**src/rtl/alu_pipe.sv**
```systemverilog
// alu_pipe: two-stage pipelined signed ALU with exact overflow detection (optional saturation via ALU_SAT_EN).
// Latency: 2 cycles from an accepted beat to a visible result; throughput 1 beat/cycle.
// Backpressure: out_valid && !out_ready stalls both stages; a stage-1 bubble can still be filled while stalled.
module alu_pipe #(
  parameter int WIDTH = 8,
  parameter int SHL   = 3,
  parameter int SHR   = 2
) (
  input  logic                    clk,
  input  logic                    rst_n,
  input  logic                    in_valid,
  output logic                    in_ready,
  input  logic signed [WIDTH-1:0] A,
  input  logic signed [WIDTH-1:0] B,
  input  logic [1:0]              select,
  output logic                    out_valid,
  input  logic                    out_ready,
  output logic signed [WIDTH-1:0] out_put,
  output logic                    co,
  output logic                    ovf
);

  // Internal width is wide enough that no operation can wrap before the range check.
  localparam int IW = WIDTH + SHL + 2;

  localparam logic signed [IW-1:0] MAXV = {{(IW-WIDTH+1){1'b0}}, {(WIDTH-1){1'b1}}};
  localparam logic signed [IW-1:0] MINV = {{(IW-WIDTH+1){1'b1}}, {(WIDTH-1){1'b0}}};

  logic                    s1_valid;
  logic signed [WIDTH-1:0] s1_a;
  logic signed [WIDTH-1:0] s1_b;
  logic [1:0]              s1_sel;

  logic                    stall;
  logic signed [IW-1:0]    a_x;
  logic signed [IW-1:0]    b_x;
  logic signed [IW-1:0]    diff;
  logic signed [IW-1:0]    exact;
  logic                    ovf_c;
  logic signed [WIDTH-1:0] res_c;

  // A full output register that is not being taken freezes the whole pipe.
  assign stall    = out_valid && !out_ready;
  assign in_ready = rst_n && (!stall || !s1_valid);

  // Exact result of the stage-1 operands, then range check and output mapping.
  always_comb begin
    a_x   = {{(IW-WIDTH){s1_a[WIDTH-1]}}, s1_a};
    b_x   = {{(IW-WIDTH){s1_b[WIDTH-1]}}, s1_b};
    diff  = (b_x <<< 1) + b_x - a_x;
    exact = '0;
    case (s1_sel)
      2'b11:   exact = (a_x <<< SHL) + (b_x >>> SHR);
      2'b10:   exact = b_x + (a_x <<< 1);
      2'b01:   exact = -b_x;
      default: exact = diff[IW-1] ? -diff : diff;
    endcase
    ovf_c = (exact > MAXV) || (exact < MINV);
`ifdef ALU_SAT_EN
    if (ovf_c) begin
      res_c = exact[IW-1] ? MINV[WIDTH-1:0] : MAXV[WIDTH-1:0];
    end else begin
      res_c = exact[WIDTH-1:0];
    end
`else
    res_c = exact[WIDTH-1:0];
`endif
  end

  // Stage 1: capture operands whenever the stage may advance (not stalled, or holding a bubble).
  always_ff @(posedge clk or negedge rst_n) begin
    if (!rst_n) begin
      s1_valid <= 1'b0;
      s1_a     <= '0;
      s1_b     <= '0;
      s1_sel   <= '0;
    end else if (in_ready) begin
      s1_valid <= in_valid;
      if (in_valid) begin
        s1_a   <= A;
        s1_b   <= B;
        s1_sel <= select;
      end
    end
  end

  // Stage 2: register result and flags; values are kept when no new beat arrives.
  always_ff @(posedge clk or negedge rst_n) begin
    if (!rst_n) begin
      out_valid <= 1'b0;
      out_put   <= '0;
      co        <= 1'b0;
      ovf       <= 1'b0;
    end else if (!stall) begin
      out_valid <= s1_valid;
      if (s1_valid) begin
        out_put <= res_c;
        co      <= exact[WIDTH];
        ovf     <= ovf_c;
      end
    end
  end

endmodule

```
**config.mk**
```make
export PLATFORM = sky130hd
export DESIGN_NAME = alu_pipe
export DESIGN_NICKNAME = d
export VERILOG_FILES = /design/src/rtl/alu_pipe.sv
export SDC_FILE = /design/constraint.sdc
export NUM_CORES = 1
export LEC_CHECK = 0
export BUFFER_PORTS_ARGS = -buffer_cell sky130_fd_sc_hd__buf_2
export CORE_ASPECT_RATIO = 0.75
export CORE_MARGIN = 2
export CORE_UTILIZATION = 65
export DETAILED_ROUTE_END_ITERATION = 10
export PLACE_DENSITY = 0.95
export SLEW_MARGIN = 25
export SYNTH_ARGS = -nofsm -noshare
export SYNTH_HDL_FRONTEND = slang
export SYNTH_SLANG_ARGS = --single-unit
```
**constraint.sdc**
```tcl
create_clock -name clk -period 6.5 [get_ports clk]
set_input_delay 1.95 -clock clk [delete_from_list [all_inputs] [get_ports clk]]
set_output_delay 1.95 -clock clk [all_outputs]
set_load 0.03 [all_outputs]
```
==> results of run 1 <==
## cells by family after synthesis
logic type | count (synthesis) | synth area share, %
AND/OR/NAND/NOR | 99 | 17.67
adder cells (fa/ha/maj) | 36 | 17.02
AO/OA/AOI/OAI | 82 | 19.42
XOR/XNOR | 26 | 7.621
flip-flops | 30 | 24.32
multiplexers | 21 | 7.986
buffers and inverters | 42 | 5.958
## layer usage
metal | routed length (um) | part of all wire (%)
met5 | 0 | 0
met4 | 282 | 3.5
met3 | 751 | 9.3
met2 | 3902 | 48
met1 | 3112 | 39
## critical path: stages
cell    delay (ns)
buf_2         0.07
buf_4         0.34
o21a_1        0.22
buf_2         0.21
## metrics by stage
stage | hold slack, ns | std cells
global placement | 0.4546 | 419
global route | 0.5104 | 427
detailed placement | 0.4575 | 419
CTS | 0.4724 | 427
finish | 0.4671 | 427
floorplan | 0.4699 | 336
## power groups by stage
stage / Sequential (W) / Combinational [W] / Clock, W
CTS: 0.000306 / 0.00123 / 0.000241
detailed placement: 0.000309 / 0.00119 / 0
global route: 0.000316 / 0.00137 / 0.000248
floorplan: 0.000351 / 0.000912 / 0
finish: 0.000308 / 0.00126 / 0.000238
global placement: 0.000304 / 0.00113 / 0
## worst paths after layout
| path | start | cells past startpoint | endpoint | slack [ns] |
|---|---|---|---|---|
| worst max-delay path | rst_n | 4 | in_ready | 1.73 |
| worst min-delay path | out_put[4] | 2 | out_put[4] | 0.47 |
| worst max register to register | s1_b[1] | 14 | ovf | 2.75 |
| worst min register to register | out_put[4] | 2 | out_put[4] | 0.47 |
| max in group asynchronous | rst_n | 2 | s1_a[7] | 4.54 |
| min in group asynchronous | rst_n | 2 | out_put[3] | 1.66 |
## layout make-up
type / count / area (um^2) / area share, %
Multi-Input combinational cell: 264 / 2152 / 62.98
Sequential cell: 30 / 750.7 / 21.97
Timing Repair Buffer: 34 / 172.7 / 5.053
Inverter: 34 / 127.6 / 3.735
Clock buffer: 6 / 82.58 / 2.417
Tap cell: 57 / 71.32 / 2.087
Clock inverter: 2 / 60.06 / 1.758
## placed cells by master, fill, tap and decap left out, types with 2 or more instances in the layout
cell / synthesis / layout
inv_1: 34 / 34
buf_2: 0 / 33
dfrtp_1: 30 / 30
nand2_1: 27 / 27
ha_1: 26 / 26
nor2_1: 25 / 25
mux2_2: 19 / 19
a21oi_1: 16 / 16
xnor2_1: 16 / 16
o21ai_0: 16 / 16
fa_1: 10 / 10
nand3_1: 9 / 9
xor2_1: 9 / 9
o211ai_1: 8 / 8
a21o_1: 6 / 6
clkbuf_8: 1 / 6
or3_1: 5 / 5
or2b_2: 4 / 4
o221ai_1: 4 / 4
a211oi_1: 4 / 4
nor3_1: 4 / 4
or2_2: 3 / 3
nor2b_1: 3 / 3
a21oi_2: 2 / 2
nand3_2: 2 / 2
o2111ai_2: 2 / 2
nand2b_1: 2 / 2
nor3b_1: 2 / 2
nand3b_1: 2 / 2
or4_4: 2 / 2
nor4_4: 2 / 2
o41ai_1: 2 / 2
bufinv_16: 0 / 2
## flip-flops by register name, summed over array words and instances, names as in the netlist
signal     cells
co             1
ovf            1
s1_valid       1
out_put        8
s1_b           8
out_valid      1
s1_a           8
s1_sel         2
==> summary.md, run 1 <==
| Metric | Value |
|---|---|
| Tmin final | `4.765 ns` |
| Vias in the first global route | `2904` |
| Die area | `0.005322 mm^2` |
| Ant. Diodes | `0` |
| Largest net degree at the start of global routing | `32` |
| Power Total | `0.001802 W` |
| Final cycle utilization of the critical path | `73.31%` |
| Post-synthesis sequential area ratio | `24.32%` |
| Initial antenna violation count | `0` |
| Netlist Area Pre-Place | `0.003087 mm^2` |
| Share of layout cells above drive strength 1 | `24.32%` |
| Worst-path clk slew | `0.06 ns` |
| Nature of the critical path startpoint | `primary input` |
| CTS buffer count | `5` |
| Final Util | `75.61%` |
| Post-route ant nets | `0` |
| PD cells | `527.3 mW/mm^2` |
| Final Setup Violations | `0` |
| Worst-Margin Slew | `0.7054 ns` |
| Post-Place Setup Slack | `1.714 ns` |
| Fin worst setup slack | `1.735 ns` |
| Maximum clock insertion buffer count | `2` |
| Root buf cell | `clkbuf_8` |
| Grt peak-use layer | `met2` |
| Detailed placement HPWL | `5777 um` |
| RSZ-0062 raised after global routing | `false` |
| Clk_skew | `0.008532 ns` |
| Max rail drop VDD | `0.3648 mV` |
| Clock Power Share | `13.2%` |
| H-Tree Depth | `2` |
| # rows | `21` |
| Synth Area per Inst | `9.187 um^2` |
| Worst Path Max Fanout | `31` |
| Synth Instances | `336` |
| P_sw | `0.0008894 W` |
| Placer Congestion | `0.9676` |
| Initial Util | `68.30%` |
| Clk sink count | `30` |
| Leakage power | `1.600 nW` |
| WL per Instance | `18.85 um` |
| Crit path kind | `in -> out` |
| Routed vias/inst | `6.515` |
| Die Wd | `83.57 um` |
| Final Slew Violations | `0` |
| Max Cap Viol | `0` |
| Most common library cells after synthesis | `inv_1 (34), dfrtp_1 (30), nand2_1 (27), ha_1 (26), nor2_1 (25)` |
| FMAX | `209.9 MHz` |
| Endpoint kind of the worst setup timing path | `primary output` |
| Final hold vios | `0` |
| Count leader, synth | `inv_1` |
| Sequential share of power | `17.1%` |
| Post-synth EDFFs | `0` |
| CTS tree | `done` |
| Switch share | `49.36%` |
| Die Y | `63.68 um` |
| Yosys cell types | `68` |
| GRT Total Usage | `32.64%` |
| Hold-fix buffers, CTS | `0` |
| Final non-filler cell area | `0.003417 mm^2` |
| Seq cells post-synth | `30` |
| Via count | `2782` |
| Syn Nets | `394` |
| DRT iter0 DRCs | `246` |
| Cell internal pwr | `0.0009125 W` |
| Fin Setup TNS | `0 ns` |
| Grt total ovfl | `0` |
| Comb power frac | `69.7%` |
| Core ar. | `0.004519 mm^2` |
| DRT Pass-1 Iters | `5` |
| Top_reg_cell synth | `dfrtp_1` |
| GRT met2 Usage | `55.80%` |
| # port buffers | `33` |
| Post_cts resized | `0` |
| Grt met3 use | `6.946%` |
| DRC | `0` |
| Fraction of registers with async set/reset | `100.0%` |
| Area Growth Syn to Fin | `10.70%` |
| Final WL | `8047 um` |
| First-pass GRT wire length | `13710 um` |
| Outcome | `finished, final reports clean` |
| Skew-Pair Late Insertion Delay | `0.29 ns` |
| Synth Warn # | `0` |
| Hold Path Class | `reg -> reg` |
| Cell taking the most area after synthesis | `dfrtp_1` |
| Slew Limit Headroom | `51.76%` |
| Area share of the leading cell type in the synthesized netlist | `24.32%` |
| Final net count | `427` |
| Dpl cell area | `0.003274 mm^2` |
| Critical path required time | `4.55 ns` |
| M1 GR Usage | `39.65%` |
| Postcts setup bufs | `0` |
| WP data arrival | `2.82 ns` |
| Top Ports | `34` |
| Synth top area cells | `dfrtp_1 (24%), ha_1 (11%), mux2_2 (6.9%), fa_1 (6.5%), xnor2_1 (4.5%)` |
| Fillers | `302` |
(Power assumes the default switching activity.)
==> inputs of run 2 (changes only) <==
--- a/config.mk
+++ b/config.mk
@@ -8,9 +8,9 @@
 export BUFFER_PORTS_ARGS = -buffer_cell sky130_fd_sc_hd__buf_2
 export CORE_ASPECT_RATIO = 0.75
 export CORE_MARGIN = 2
-export CORE_UTILIZATION = 65
+export CORE_UTILIZATION = 60
 export DETAILED_ROUTE_END_ITERATION = 10
-export PLACE_DENSITY = 0.95
+export PLACE_DENSITY = 0.93
 export SLEW_MARGIN = 25
 export SYNTH_ARGS = -nofsm -noshare
 export SYNTH_HDL_FRONTEND = slang
==> constraint.sdc (replaced) <==
create_clock -name clk -period 4.6 [get_ports clk]
set_input_delay 1.38 -clock clk [delete_from_list [all_inputs] [get_ports clk]]
set_output_delay 1.38 -clock clk [all_outputs]
set_load 0.03 [all_outputs]
==> summary.md, run 2 (synthesized netlist as in run 1, its figures left out) <==
| Metric | Value |
|---|---|
| Outcome | `finished, final reports clean` |
| Area Growth Syn to Fin | `10.82%` |
| Max stage delay on crit path | `0.47 ns` |
| Final WL | `7153 um` |
| Root buf cell | `clkbuf_8` |
| First-pass GRT wire length | `11870 um` |
| Die Y | `66.12 um` |
| DRT iter0 DRCs | `139` |
| Leakage power | `1.600 nW` |
| Final non-filler cell area | `0.003421 mm^2` |
| Grt total ovfl | `0` |
| Hold-fix buffers, CTS | `0` |
| CP max-delay cell | `dfrtp_1` |
| Final cycle utilization of the critical path | `79.14%` |
| Worst Path Max Fanout | `5` |
| Clk_skew | `0.004451 ns` |
| Final Slew Violations | `0` |
| Most frequent CP cell | `inv_1` |
| Final Setup Violations | `0` |
| Nature of the critical path startpoint | `flip-flop` |
| Initial antenna violation count | `0` |
| Final net count | `427` |
| RSZ-0062 raised after global routing | `false` |
| PD cells | `731.6 mW/mm^2` |
| Worst-path clk slew | `0.06 ns` |
| Clk sink count | `30` |
| GRT Total Usage | `26.98%` |
| Maximum clock insertion buffer count | `2` |
| Fin Setup TNS | `0 ns` |
| Final hold slack | `0.4673 ns` |
| Max rail drop VDD | `0.3175 mV` |
| WL per Instance | `16.63 um` |
| Dpl cell area | `0.003278 mm^2` |
| Endpoint kind of the worst setup timing path | `flip-flop` |
| # port buffers | `33` |
| Post_cts resized | `0` |
| Top Ports | `34` |
| CTS buffer count | `5` |
| Final hold vios | `0` |
| Worst-Margin Slew | `0.6971 ns` |
| Hold Path Class | `reg -> reg` |
| Tmin final | `3.641 ns` |
| Ant. Diodes | `0` |
| FMAX | `274.7 MHz` |
| Max Cap Viol | `0` |
| Skew-Pair Late Insertion Delay | `0.29 ns` |
| CTS tree | `done` |
| Crit path kind | `reg -> reg` |
| Crit path cell chain | `inv_1 -> fa_1 -> inv_1 -> ha_1 -> inv_1 -> fa_1 -> nand2b_1 -> a21oi_1 -> o311ai_1 -> nor4_4 -> mux2i_1 -> and4_4 -> o211a_1 -> o31ai_2` |
| Detailed placement HPWL | `5770 um` |
| Die Wd | `86.82 um` |
| Buf/Inv on CP | `3` |
| FF/Latch Area | `750.7 um^2` |
| Most frequent cells in the layout | `inv_1 (34), buf_2 (33), dfrtp_1 (30)` |
| WP data arrival | `3.80 ns` |
| Postcts setup bufs | `0` |
| Post-Place Setup Slack | `1.023 ns` |
| Die area | `0.005740 mm^2` |
| Via count | `2623` |
| DRC | `0` |
| Placer Congestion | `0.8804` |
| # rows | `22` |
| Core ar. | `0.004927 mm^2` |
| Power Total | `0.002502 W` |
| Share of layout cells above drive strength 1 | `24.32%` |
| Critical path required time | `4.76 ns` |
| Fin worst setup slack | `0.9594 ns` |
| Routed vias/inst | `6.100` |
| Initial Util | `62.65%` |
| Area occupied by multi-input gates | `0.002152 mm^2` |
| Slew Limit Headroom | `53.41%` |
| Fillers | `377` |
| Post-route ant nets | `0` |
| Regs by FF count | `out_put: 8 flops, s1_a: 8 flops, s1_b: 8 flops` |
| Most common cell after layout, fill and taps aside | `inv_1` |
| Vias in the first global route | `2509` |
| DRT Pass-1 Iters | `4` |
| Largest net degree at the start of global routing | `31` |
| Top delay family on crit path | `adder cells` |
| H-Tree Depth | `2` |
[run 2: cell counts in the layout (fill, tap and decap cells not counted)]
No cell type changed its count.
[run 2: area by class of cell]
class	instances	area share (%)
Clock inverter	2	1.756
Sequential cell	30	21.95
Timing Repair Buffer	34	5.048
Inverter	34	3.731
Clock buffer	6	2.414
Multi-Input combinational cell	264	62.91
Tap cell	60	2.195
[run 2: routing by layer]
metal  vias to the layer above  GRT usage (%)  part of all wire [%]
met4                         0          4.102                  0.41
met1                      1264          37.23                    47
met3                         4          5.868                   6.5
met2                        83          44.37                    46
li1                       1272              -                     -
met5                         -              0                     0
[run 2: report_power, final]
part           total [W]  switching, W  internal [W]
combinational    0.00173       0.00102      0.000714
sequential      0.000432     0.0000930      0.000339
clock           0.000337      0.000106      0.000231
[run 2: worst paths after layout]
kind	slack, ns	cells after the start	from	endpoint
min in group asynchronous	1.18	2	rst_n	out_put[2]
min	0.47	2	out_put[4]	out_put[4]
max in group asynchronous	3.14	2	rst_n	s1_a[2]
max	0.96	14	s1_b[0]	ovf
min reg2reg	0.47	2	out_put[4]	out_put[4]
max reg2reg	0.96	14	s1_b[0]	ovf
[run 2: worst register-to-register path, stage by stage (launching register included)]
cell	delay [ns]
dfrtp_1	0.47
inv_1	0.14
fa_1	0.47
inv_1	0.07
ha_1	0.20
inv_1	0.07
fa_1	0.39
nand2b_1	0.19
a21oi_1	0.18
o311ai_1	0.22
nor4_4	0.39
mux2i_1	0.24
and4_4	0.24
o211a_1	0.19
o31ai_2	0.06
[run 2: per-stage QoR]
step / cells / util [%]
6_report: 430 / 69.43
4_1_cts: 430 / 69.43
2_1_floorplan: 336 / -
5_1_grt: 430 / 69.43
3_5_place_dp: 422 / 66.53
3_3_place_gp: 422 / 66.53
==> inputs of run 3 (changes only) <==
--- a/config.mk
+++ b/config.mk
@@ -5,6 +5,7 @@
 export SDC_FILE = /design/constraint.sdc
 export NUM_CORES = 1
 export LEC_CHECK = 0
+export ABC_AREA = 1
 export BUFFER_PORTS_ARGS = -buffer_cell sky130_fd_sc_hd__buf_2
 export CORE_ASPECT_RATIO = 0.75
 export CORE_MARGIN = 2
==> constraint.sdc (replaced) <==
create_clock -name clk -period 3.4 [get_ports clk]
set_input_delay 1.02 -clock clk [delete_from_list [all_inputs] [get_ports clk]]
set_output_delay 1.02 -clock clk [all_outputs]
set_load 0.03 [all_outputs]
==> summary.md, run 3 <==
| Metric | Value |
|---|---|
| Hold EP | `out_put[7]` |
| Final cycle utilization of the critical path | `90.45%` |
| Share of layout cells above drive strength 1 | `13.91%` |
| Cell taking the most area after synthesis | `dfrtp_1` |
| DRT Pass-1 Iters | `5` |
| Synth top area cells | `dfrtp_1 (23%), nand2_1 (14%), ha_1 (10%), nand3_1 (9.7%), inv_1 (8.9%)` |
| Synth Warn # | `0` |
| WP data arrival | `3.31 ns` |
| Die Y | `67.75 um` |
| RSZ-0062 raised after global routing | `false` |
| Initial Util | `61.39%` |
| Adder-Cell Fraction of Synth Area | `16.17%` |
| Final hold vios | `0` |
| Post-Synth Simple-Gate Area | `35.07%` |
| Critical path required time | `3.64 ns` |
| Clock Power Share | `10.0%` |
| Seq cells post-synth | `30` |
| WL per Instance | `14.88 um` |
| PD cells | `874.7 mW/mm^2` |
| CTS buffer count | `5` |
| Grt total ovfl | `0` |
| Synth Instances | `499` |
| Placed insts | `606` |
| Final net count | `596` |
| Mux share of post-synthesis cell area | `2.425%` |
| Vias in the first global route | `3041` |
| DRC | `0` |
| Top Ports | `34` |
| Power Total | `0.003159 W` |
| Switch share | `56.56%` |
| # port buffers | `33` |
| Initial antenna violation count | `0` |
| Count leader, synth | `nand2_1` |
| Main combinational cell family by area after synthesis | `simple AND/OR/NAND/NOR gates` |
| RR Startpoint | `s1_a[1]` |
| Largest net degree at the start of global routing | `31` |
| Worst-Margin Slew | `0.6233 ns` |
| # rows | `23` |
| Crit path kind | `reg -> reg` |
| Final hold slack | `0.4815 ns` |
| Slew Limit Headroom | `58.35%` |
| HP Start | `out_put[7]` |
| Postcts setup bufs | `0` |
| Hold Path Class | `reg -> reg` |
| FMAX | `325.2 MHz` |
| Most common library cells after synthesis | `nand2_1 (124), inv_1 (77), nand3_1 (63), nor2_1 (47), a21oi_1 (31)` |
| Tmin final | `3.075 ns` |
| Area Growth Syn to Fin | `11.09%` |
| Routed vias/inst | `5.697` |
| Outcome | `finished, final reports clean` |
| Final Slew Violations | `0` |
| Reg2reg path depth | `17` |
| Synth Area in Compound Gates | `12.01%` |
| Max rail drop VDD | `0.4218 mV` |
| Area share of the leading cell type in the synthesized netlist | `23.09%` |
| Fraction of registers with async set/reset | `100.0%` |
| Placer Congestion | `0.9988` |
| Post-synthesis xor/xnor area fraction | `0.5389%` |
| Fin Setup TNS | `0 ns` |
| Sequential share of power | `17.6%` |
| Comb power frac | `72.4%` |
| Detailed placement HPWL | `7375 um` |
| Post-synth EDFFs | `0` |
| Ant. Diodes | `0` |
| H-Tree Depth | `2` |
| Maximum clock insertion buffer count | `2` |
| Max Cap Viol | `0` |
| Worst R2R Setup Slack | `0.32 ns` |
| End of the worst register-to-register path | `ovf` |
| GRT Total Usage | `31.93%` |
| Most frequent cells in the layout | `nand2_1 (124), inv_1 (75), nand3_1 (63)` |
| Nature of the critical path startpoint | `flip-flop` |
| Final Util | `68.19%` |
| Fin cells | `614` |
| Final WL | `9139 um` |
| Root buf cell | `clkbuf_8` |
| Clk_skew | `0.01217 ns` |
| Hold-fix buffers, CTS | `0` |
| Via count | `3498` |
| Cell internal pwr | `0.001372 W` |
| CTS tree | `done` |
| First-pass GRT wire length | `14480 um` |
| Post-synthesis sequential area ratio | `23.09%` |
| Synth Area per Inst | `6.514 um^2` |
| Hold Crit Depth | `2` |
| Worst-path clk slew | `0.08 ns` |
| Leakage power | `1.932 nW` |
| Netlist Area Pre-Place | `0.003251 mm^2` |
| Die area | `0.006029 mm^2` |
| Clk sink count | `30` |
| Syn Nets | `557` |
| Post-route ant nets | `0` |
| Top_reg_cell synth | `dfrtp_1` |
| Worst Path Max Fanout | `6` |
| Die Wd | `88.99 um` |
| Final Setup Violations | `0` |
| Skew-Pair Late Insertion Delay | `0.30 ns` |
| Endpoint kind of the worst setup timing path | `flip-flop` |
| Regs by FF count | `out_put: 8 flops, s1_a: 8 flops, s1_b: 8 flops` |
| Yosys cell types | `31` |
| P_sw | `0.001786 W` |
| Core ar. | `0.005295 mm^2` |
| Most common cell after layout, fill and taps aside | `nand2_1` |
| DRT iter0 DRCs | `389` |
## run 3: cell types whose count changed after synthesis, sizes merged, moves of 6 or more
cell	change
nand2	+105
nand3	+53
inv	+45
nor2	+25
o21ai	+17
xnor2	-17
a21oi	+15
mux2	-12
nand4	+10
a21o	-7
xor2	-7
o211ai	-6
## run 3: power by group through the flow
| stage | clock, W | sequential [W] | combinational (W) |
|---|---|---|---|
| floorplan | 0 | 0.000653 | 0.00161 |
| global placement | 0 | 0.000553 | 0.00215 |
| detailed placement | 0 | 0.000559 | 0.00222 |
| CTS | 0.000313 | 0.000553 | 0.00223 |
| global route | 0.000333 | 0.000568 | 0.00256 |
| finish | 0.000315 | 0.000557 | 0.00229 |
## run 3: worst max path at each step
stage,start,endpoint,slack (ns),cells past startpoint
global placement,s1_a[1],ovf,0.28,17
global route,s1_a[1],ovf,0.02,17
floorplan,s1_a[1],ovf,0.62,17
finish,s1_a[1],ovf,0.32,17
CTS,s1_a[1],ovf,0.24,17
detailed placement,s1_a[1],ovf,0.26,17
## run 3: area by class of cell
type / instances / area [um^2]
multi-input combinational: 381 / 2152
fill: 502 / 1684
sequential: 30 / 752.0
inverter: 80 / 300.3
timing repair buffer: 40 / 217.7
tap: 75 / 93.84
clock buffer: 6 / 82.58
clock inverter: 2 / 12.51
## run 3: cells by family (layout without fill, tap and decap cells)
group	Yosys count	count (layout)
compound gates	73	73
xor+xnor	2	2
fa+ha+maj	36	36
buf+inv	88	128
flops	30	30
mux	7	7
simple gates	263	263
## run 3: repair_timing
action / CTS / global route
hold endpoints to repair: 0 / 0
gates resized for setup: 0 / 3
endpoints found under the setup margin: 0 / 2
## run 3: critical path: stages, from the launching register on
cell	delay, ns
dfrtp_2	0.49
fa_1	0.49
inv_1	0.07
ha_1	0.23
inv_1	0.08
fa_1	0.53
nand2_1	0.06
nor2_1	0.18
nand3_1	0.11
nor2_2	0.16
nand2_1	0.09
nor2_2	0.10
nand3_1	0.07
nand2_1	0.06
nand2_1	0.05
nand3_2	0.08
nand2_2	0.05
a21oi_2	0.10
## run 3: metrics by stage
| stage | instance area [um^2] | worst slack (ns) |
|---|---|---|
| 2_1_floorplan | 3251 | 0.6230 |
| 3_3_place_gp | 3515 | 0.2784 |
| 3_5_place_dp | 3515 | 0.2604 |
| 4_1_cts | 3610 | 0.2405 |
| 5_1_grt | 3611 | 0.02213 |
| 6_report | 3611 | 0.3247 |
## run 3: per-layer routing
metal	part of all wire [%]	track usage, %	vias to the layer above
li1	-	-	1704
met1	45	45.39	1571
met2	43	48.97	197
met3	10	7.335	26
met4	1.9	8.769	0
met5	0	0	-
